**config.mk**
```make
export PLATFORM = sky130hd
export DESIGN_NAME = console_bus_responder
export DESIGN_NICKNAME = d
export VERILOG_FILES = /design/src/rtl/console_bus_responder.sv
export SDC_FILE = /design/constraint.sdc
export NUM_CORES = 1
export LEC_CHECK = 0
export CORE_ASPECT_RATIO = 1.4
export CORE_MARGIN = 2
export CORE_UTILIZATION = 43
export CTS_BUF_LIST = sky130_fd_sc_hd__clkbuf_4 sky130_fd_sc_hd__clkbuf_8 sky130_fd_sc_hd__clkbuf_16
export DETAILED_ROUTE_END_ITERATION = 10
export GPL_TIMING_DRIVEN = 0
export MAX_ROUTING_LAYER = met4
export PLACE_DENSITY_LB_ADDON = 0.08
export SLEW_MARGIN = 15
export SYNTH_ARGS = -nofsm -noshare
export SYNTH_HDL_FRONTEND = slang
export SYNTH_SLANG_ARGS = --single-unit
```
**constraint.sdc**
```tcl
create_clock -name clock -period 5 [get_ports clock]
set_clock_uncertainty 0.15 [all_clocks]
set_input_delay 1.25 -clock clock [delete_from_list [all_inputs] [get_ports clock]]
set_output_delay 1.25 -clock clock [all_outputs]
set_load 0.005 [all_outputs]
```
**src/rtl/console_bus_responder.sv**
```systemverilog
// Text-console register window on the data bus.
// Turns CHAR/CURSOR/STATUS/CLEAR accesses into framebuffer writes.
module console_bus_responder #(
  parameter logic [63:0] BASE = 64'h0000_0000_0000_F000,
  parameter int          COLS = 80,
  parameter int          ROWS = 25,
  parameter logic [7:0]  FILL = 8'h20
) (
  input  logic        clock,
  input  logic        resetN,
  input  logic [63:0] address,
  input  logic [63:0] dataIn,
  input  logic        read,
  input  logic        write,
  output logic [63:0] dataOut,
  output logic        readValid,
  output logic [10:0] fbAddress,
  output logic [7:0]  fbData,
  output logic        fbWrite,
  input  logic [7:0]  fbReadData,
  output logic        busy
);

  localparam int          CELLS = COLS * ROWS;
  localparam logic [10:0] LAST  = 11'(CELLS - 1);
  localparam logic [11:0] DONE  = 12'(CELLS);

  typedef enum logic [1:0] {
    IDLE,
    RDWAIT,
    CLEAR
  } state_e;

  state_e      state_q, state_d;
  logic [10:0] cursor_q, cursor_d;
  logic        wrapped_q, wrapped_d;
  logic [11:0] clrIdx_q, clrIdx_d;
  logic        busy_q, busy_d;
  logic [1:0]  rdOff_q, rdOff_d;
  logic [63:0] dataOut_q, dataOut_d;
  logic        readValid_q, readValid_d;
  logic [10:0] fbAddr_q, fbAddr_d;
  logic [7:0]  fbData_q, fbData_d;
  logic        fbWrite_q, fbWrite_d;

  logic        hit;
  logic [1:0]  off;
  logic        st;
  logic        ld;
  logic        step;
  logic [10:0] wAddr;
  logic [63:0] rdRes;
  logic        unused_bits;

  assign hit = (address[63:5] == BASE[63:5]);
  assign off = address[4:3];
  assign st  = hit & write;
  assign ld  = hit & read & ~write;

  assign unused_bits = ^{address[2:0], dataIn[63:11]};

  always_comb begin
    rdRes = '0;
    unique case (rdOff_q)
      2'd0: rdRes = {56'd0, fbReadData};
      2'd1: rdRes = {53'd0, cursor_q};
      2'd2: rdRes = {62'd0, wrapped_q, busy_q};
      2'd3: rdRes = '0;
    endcase
  end

  always_comb begin
    state_d     = state_q;
    cursor_d    = cursor_q;
    wrapped_d   = wrapped_q;
    clrIdx_d    = clrIdx_q;
    busy_d      = busy_q;
    rdOff_d     = rdOff_q;
    dataOut_d   = dataOut_q;
    readValid_d = 1'b0;
    fbWrite_d   = 1'b0;
    fbData_d    = fbData_q;
    wAddr       = '0;
    step        = 1'b0;

    unique case (state_q)
      IDLE: begin
        if (ld) begin
          state_d = RDWAIT;
          rdOff_d = off;
        end
      end
      RDWAIT: begin
        readValid_d = 1'b1;
        dataOut_d   = rdRes;
        state_d     = busy_q ? CLEAR : IDLE;
        step        = busy_q;
      end
      CLEAR: begin
        if (ld) begin
          state_d = RDWAIT;
          rdOff_d = off;
        end else begin
          step = 1'b1;
        end
      end
      default: state_d = IDLE;
    endcase

    // clrIdx runs one past the last cell so busy covers the final write
    if (step) begin
      if (clrIdx_q == DONE) begin
        busy_d   = 1'b0;
        clrIdx_d = '0;
        state_d  = IDLE;
      end else begin
        fbWrite_d = 1'b1;
        wAddr     = clrIdx_q[10:0];
        fbData_d  = FILL;
        clrIdx_d  = clrIdx_q + 12'd1;
      end
    end

    if (st) begin
      unique case (off)
        2'd0: begin
          if (!busy_q) begin
            fbWrite_d = 1'b1;
            wAddr     = cursor_q;
            fbData_d  = dataIn[7:0];
            if (cursor_q == LAST) begin
              cursor_d  = '0;
              wrapped_d = 1'b1;
            end else begin
              cursor_d = cursor_q + 11'd1;
            end
          end
        end
        2'd1: begin
          if (!busy_q && dataIn[10:0] <= LAST)
            cursor_d = dataIn[10:0];
        end
        2'd2: begin
          if (dataIn[1])
            wrapped_d = 1'b0;
        end
        2'd3: begin
          state_d   = CLEAR;
          busy_d    = 1'b1;
          cursor_d  = '0;
          clrIdx_d  = 12'd1;
          fbWrite_d = 1'b1;
          wAddr     = '0;
          fbData_d  = FILL;
        end
      endcase
    end

    // idle cycles park the cursor on the bus so a CHAR load reads in time
    fbAddr_d = fbWrite_d ? wAddr : cursor_d;
  end

  always_ff @(posedge clock or negedge resetN) begin
    if (!resetN) begin
      state_q     <= IDLE;
      cursor_q    <= '0;
      wrapped_q   <= 1'b0;
      clrIdx_q    <= '0;
      busy_q      <= 1'b0;
      rdOff_q     <= '0;
      dataOut_q   <= '0;
      readValid_q <= 1'b0;
      fbAddr_q    <= '0;
      fbData_q    <= '0;
      fbWrite_q   <= 1'b0;
    end else begin
      state_q     <= state_d;
      cursor_q    <= cursor_d;
      wrapped_q   <= wrapped_d;
      clrIdx_q    <= clrIdx_d;
      busy_q      <= busy_d;
      rdOff_q     <= rdOff_d;
      dataOut_q   <= dataOut_d;
      readValid_q <= readValid_d;
      fbAddr_q    <= fbAddr_d;
      fbData_q    <= fbData_d;
      fbWrite_q   <= fbWrite_d;
    end
  end

  assign dataOut   = dataOut_q;
  assign readValid = readValid_q;
  assign fbAddress = fbAddr_q;
  assign fbData    = fbData_q;
  assign fbWrite   = fbWrite_q;
  assign busy      = busy_q;

endmodule

```
==> flow_summary.toml <==
[critical_path]
crit_top_cell = "nor4_1"
cp-start-kind = "input pin"
crit_start = "address[36]"
arrival_ns = 4.20
cp_max_fo = 10
crit_chain = "clkdlybuf4s50_1, nor4_1, nand2_1, nor4_1, nand4_1, nor3b_2, a22o_2, mux2_4"
r2r_start = "clrIdx_q[0]$_DFF_PN0_"
critPathKind = "input pin to flip-flop"
rr_worst_depth = 10
reg2reg_setup_slack_ns = 2.06
slowest_delay_ns = 0.75
end_kind = "flip-flop"
crit_path_top_delay_cell = "nor3b_2"
worstReg2RegEnd = "fbAddress[1]$_DFF_PN0_"
cp.required_ns = 5.12

[floorplan]
die_x_um = 87.6
initial_core_util = 0.442
design.core.area_mm2 = 0.00951
rows = 42
ios = 226
dieArea_mm2 = 0.0106
die_h_um = 121

[cts]
cts_root_buffer = "clkbuf_16"
clkTransAtPathRegs_ns = 0.05
worstSkewPairLatency_ns = 0.33
post_cts_buffers = 0
cts_buffer_depth = 2
cts_sinks = 61
cts_hold_buf = 0
cts-resized-gates = 0
cts_htree_levels = 3
cts-buffers-inserted = 9
cts_tree = "built"

[yosys]
async_reset_ff_frac = 1.00
ys_warn_count = 0
synthDistinctLibCells = 66
syn-cell-area_mm2 = 0.00421
synth_top_area_cell = "dfrtp_1"
yosys_register_bits = 61
synth.top_cell.area_share = 0.363
synth_ff_type = "dfrtp_1"
seq_area_frac_synth = 0.363
synth_edf_count = 0
post_synth.cell_area_avg_um2 = 9.22
synth.area.top_cells = "dfrtp_1 36%, buf_4 9.5%, nor4_1 4.3%, o21ai_0 4.2%, ha_1 3.6%"
synthCells = 456
synth.most_common_cell = "dfrtp_1"
synth_common_cells = "61 x dfrtp_1, 53 x buf_4, 35 x o21ai_0"

[sta]
rsz0062_at_grt = "no"
hold_viol = 0
worst_slack_ns = 0.923
max-slew-margin-rel = 0.490
min_period_ns = 4.08
fmax_mhz = 245
fin_crit_sh = 0.815
drv_slew = 0
tns_ns = 0
worst_pin_slew_ns = 0.765
finalSetupViolCount = 0

[place]
hpwl_mm = 9.82
io_buffers = 116
dp_slack_ns = 0.593
gp_congestion = 0.894
numPlacedInstances = 756

[power]
finalPower_uw = 1280
p_leak_uw = 0.00269
vdd_ir_drop_max_mv = 0.128
p_int_uw = 995
seq_power_share = 0.385
switching_share = 0.225
p_sw_uw = 289
comb_power_share = 0.123
p_clk_frac = 0.492
powerDensity_mw_per_mm2 = 213

[min_path]
min_from = "dataOut[0]$_DFFE_PN0P_"
hold_end = "dataOut[0]$_DFFE_PN0P_"
whs_path_depth = 1
hold_path.class = "flip-flop to flip-flop"

[drt]
via_per_inst = 5.24
drc = 0
drt_iter0_markers = 234
drt_wl_total_mm = 12.4
ant_nets = 0
wl_per_cell_um = 16.1
vias = 4043
dr.pass1.iters = 5

[global_routing]
grt_pass1_wl_mm = 19.1
track_usage = 0.240
grt_pass1_vias = 3994
gr-total-overflow = 0
antenna_found_initial = 0
grt_max_degree = 62

[finish]
fin_cells = 772
final_nets = 787
syn_to_final_growth_pct = 43.4
diodes = 0
drive_above_1_share = 0.173
utilization = 0.634

[status]
status = "completed"

[job]
maxCapViolCount = 0
## state kept, by name, indices dropped and copies added, names as in the netlist
register and flops:
busy 1, clrIdx_q 12, cursor_q 11, dataOut 11
fbAddress 11, fbData 8, fbWrite 1, rdOff_q 2
readValid 1, state_q 2, wrapped_q 1
## worst max path at each step
stage                                         to  slack, ns  cells past startpoint
after global routing      fbAddress[0]$_DFF_PN0_       0.64                      8
after CTS                 fbAddress[0]$_DFF_PN0_       0.94                      8
final                     fbAddress[0]$_DFF_PN0_       0.92                      8
after floorplan           fbAddress[1]$_DFF_PN0_       1.50                      9
after detailed placement  fbAddress[0]$_DFF_PN0_       0.59                      8
after global placement     clrIdx_q[3]$_DFF_PN0_       0.60                      1
## cell usage in the layout (no fill, tap or decap), drive strengths merged, types with 10 or more instances in the layout
| master | count |
|---|---|
| nand3 | 17 |
| a22o | 10 |
| ha | 12 |
| clkbuf | 16 |
| nor2 | 29 |
| conb | 53 |
| nand2 | 32 |
| buf | 62 |
| o21ai | 37 |
| clkdlybuf4s50 | 115 |
| a21oi | 14 |
| inv | 24 |
| nor3 | 11 |
| dfrtp | 61 |
| nor4 | 33 |
## critical path: cells and delay by family
family	cells	cell delay (ns)
AND/OR/NAND/NOR	5	2.12
AO/OA/AOI/OAI	1	0.25
multiplexers	1	0.15
buffers and inverters	1	0.42
## power groups by stage
| stage | clock [uW] | sequential (uW) | combinational (uW) |
|---|---|---|---|
| after floorplan | 0 | 503 | 63.4 |
| after global placement | 0 | 503 | 155 |
| after detailed placement | 0 | 503 | 156 |
| after CTS | 638 | 494 | 156 |
| after global routing | 663 | 494 | 171 |
| final | 632 | 494 | 158 |
## stage by stage
| step | area (um2) | hold WS [ns] |
|---|---|---|
| after floorplan | 4400 | 0.319 |
| after global placement | 5730 | 0.336 |
| after detailed placement | 5720 | 0.347 |
| after CTS | 6030 | 0.358 |
| after global routing | 6030 | 0.383 |
| final | 6030 | 0.347 |
## cell families after synthesis
kind of cell             after synthesis  share of synthesized area
flip-flops                            61                      0.363
AO/OA/AOI/OAI                         98                      0.154
other                                  1                   0.000892
multiplexers                          18                     0.0527
XOR/XNOR                               9                     0.0187
adder cells (fa/ha/maj)               12                     0.0357
AND/OR/NAND/NOR                      166                      0.235
buffers and inverters                 91                      0.141
## cell type report
class,instances,area [um2]
Sequential cell,61,1530
Multi-Input combinational cell,356,2280
Clock inverter,5,60.1
Tap cell,132,165
Inverter,25,93.8
Fill cell,839,3480
Timing Repair Buffer,116,1160
Clock buffer,11,246
Buffer,66,498
## routing by layer
layer,global-route usage,up-vias,share of wire
met5,-,-,0
met4,0.106,0,0.033
met3,0.0429,36,0.065
met2,0.420,202,0.52
met1,0.261,1893,0.38
li1,-,1912,-
Power figures use the tool's default switching activity.
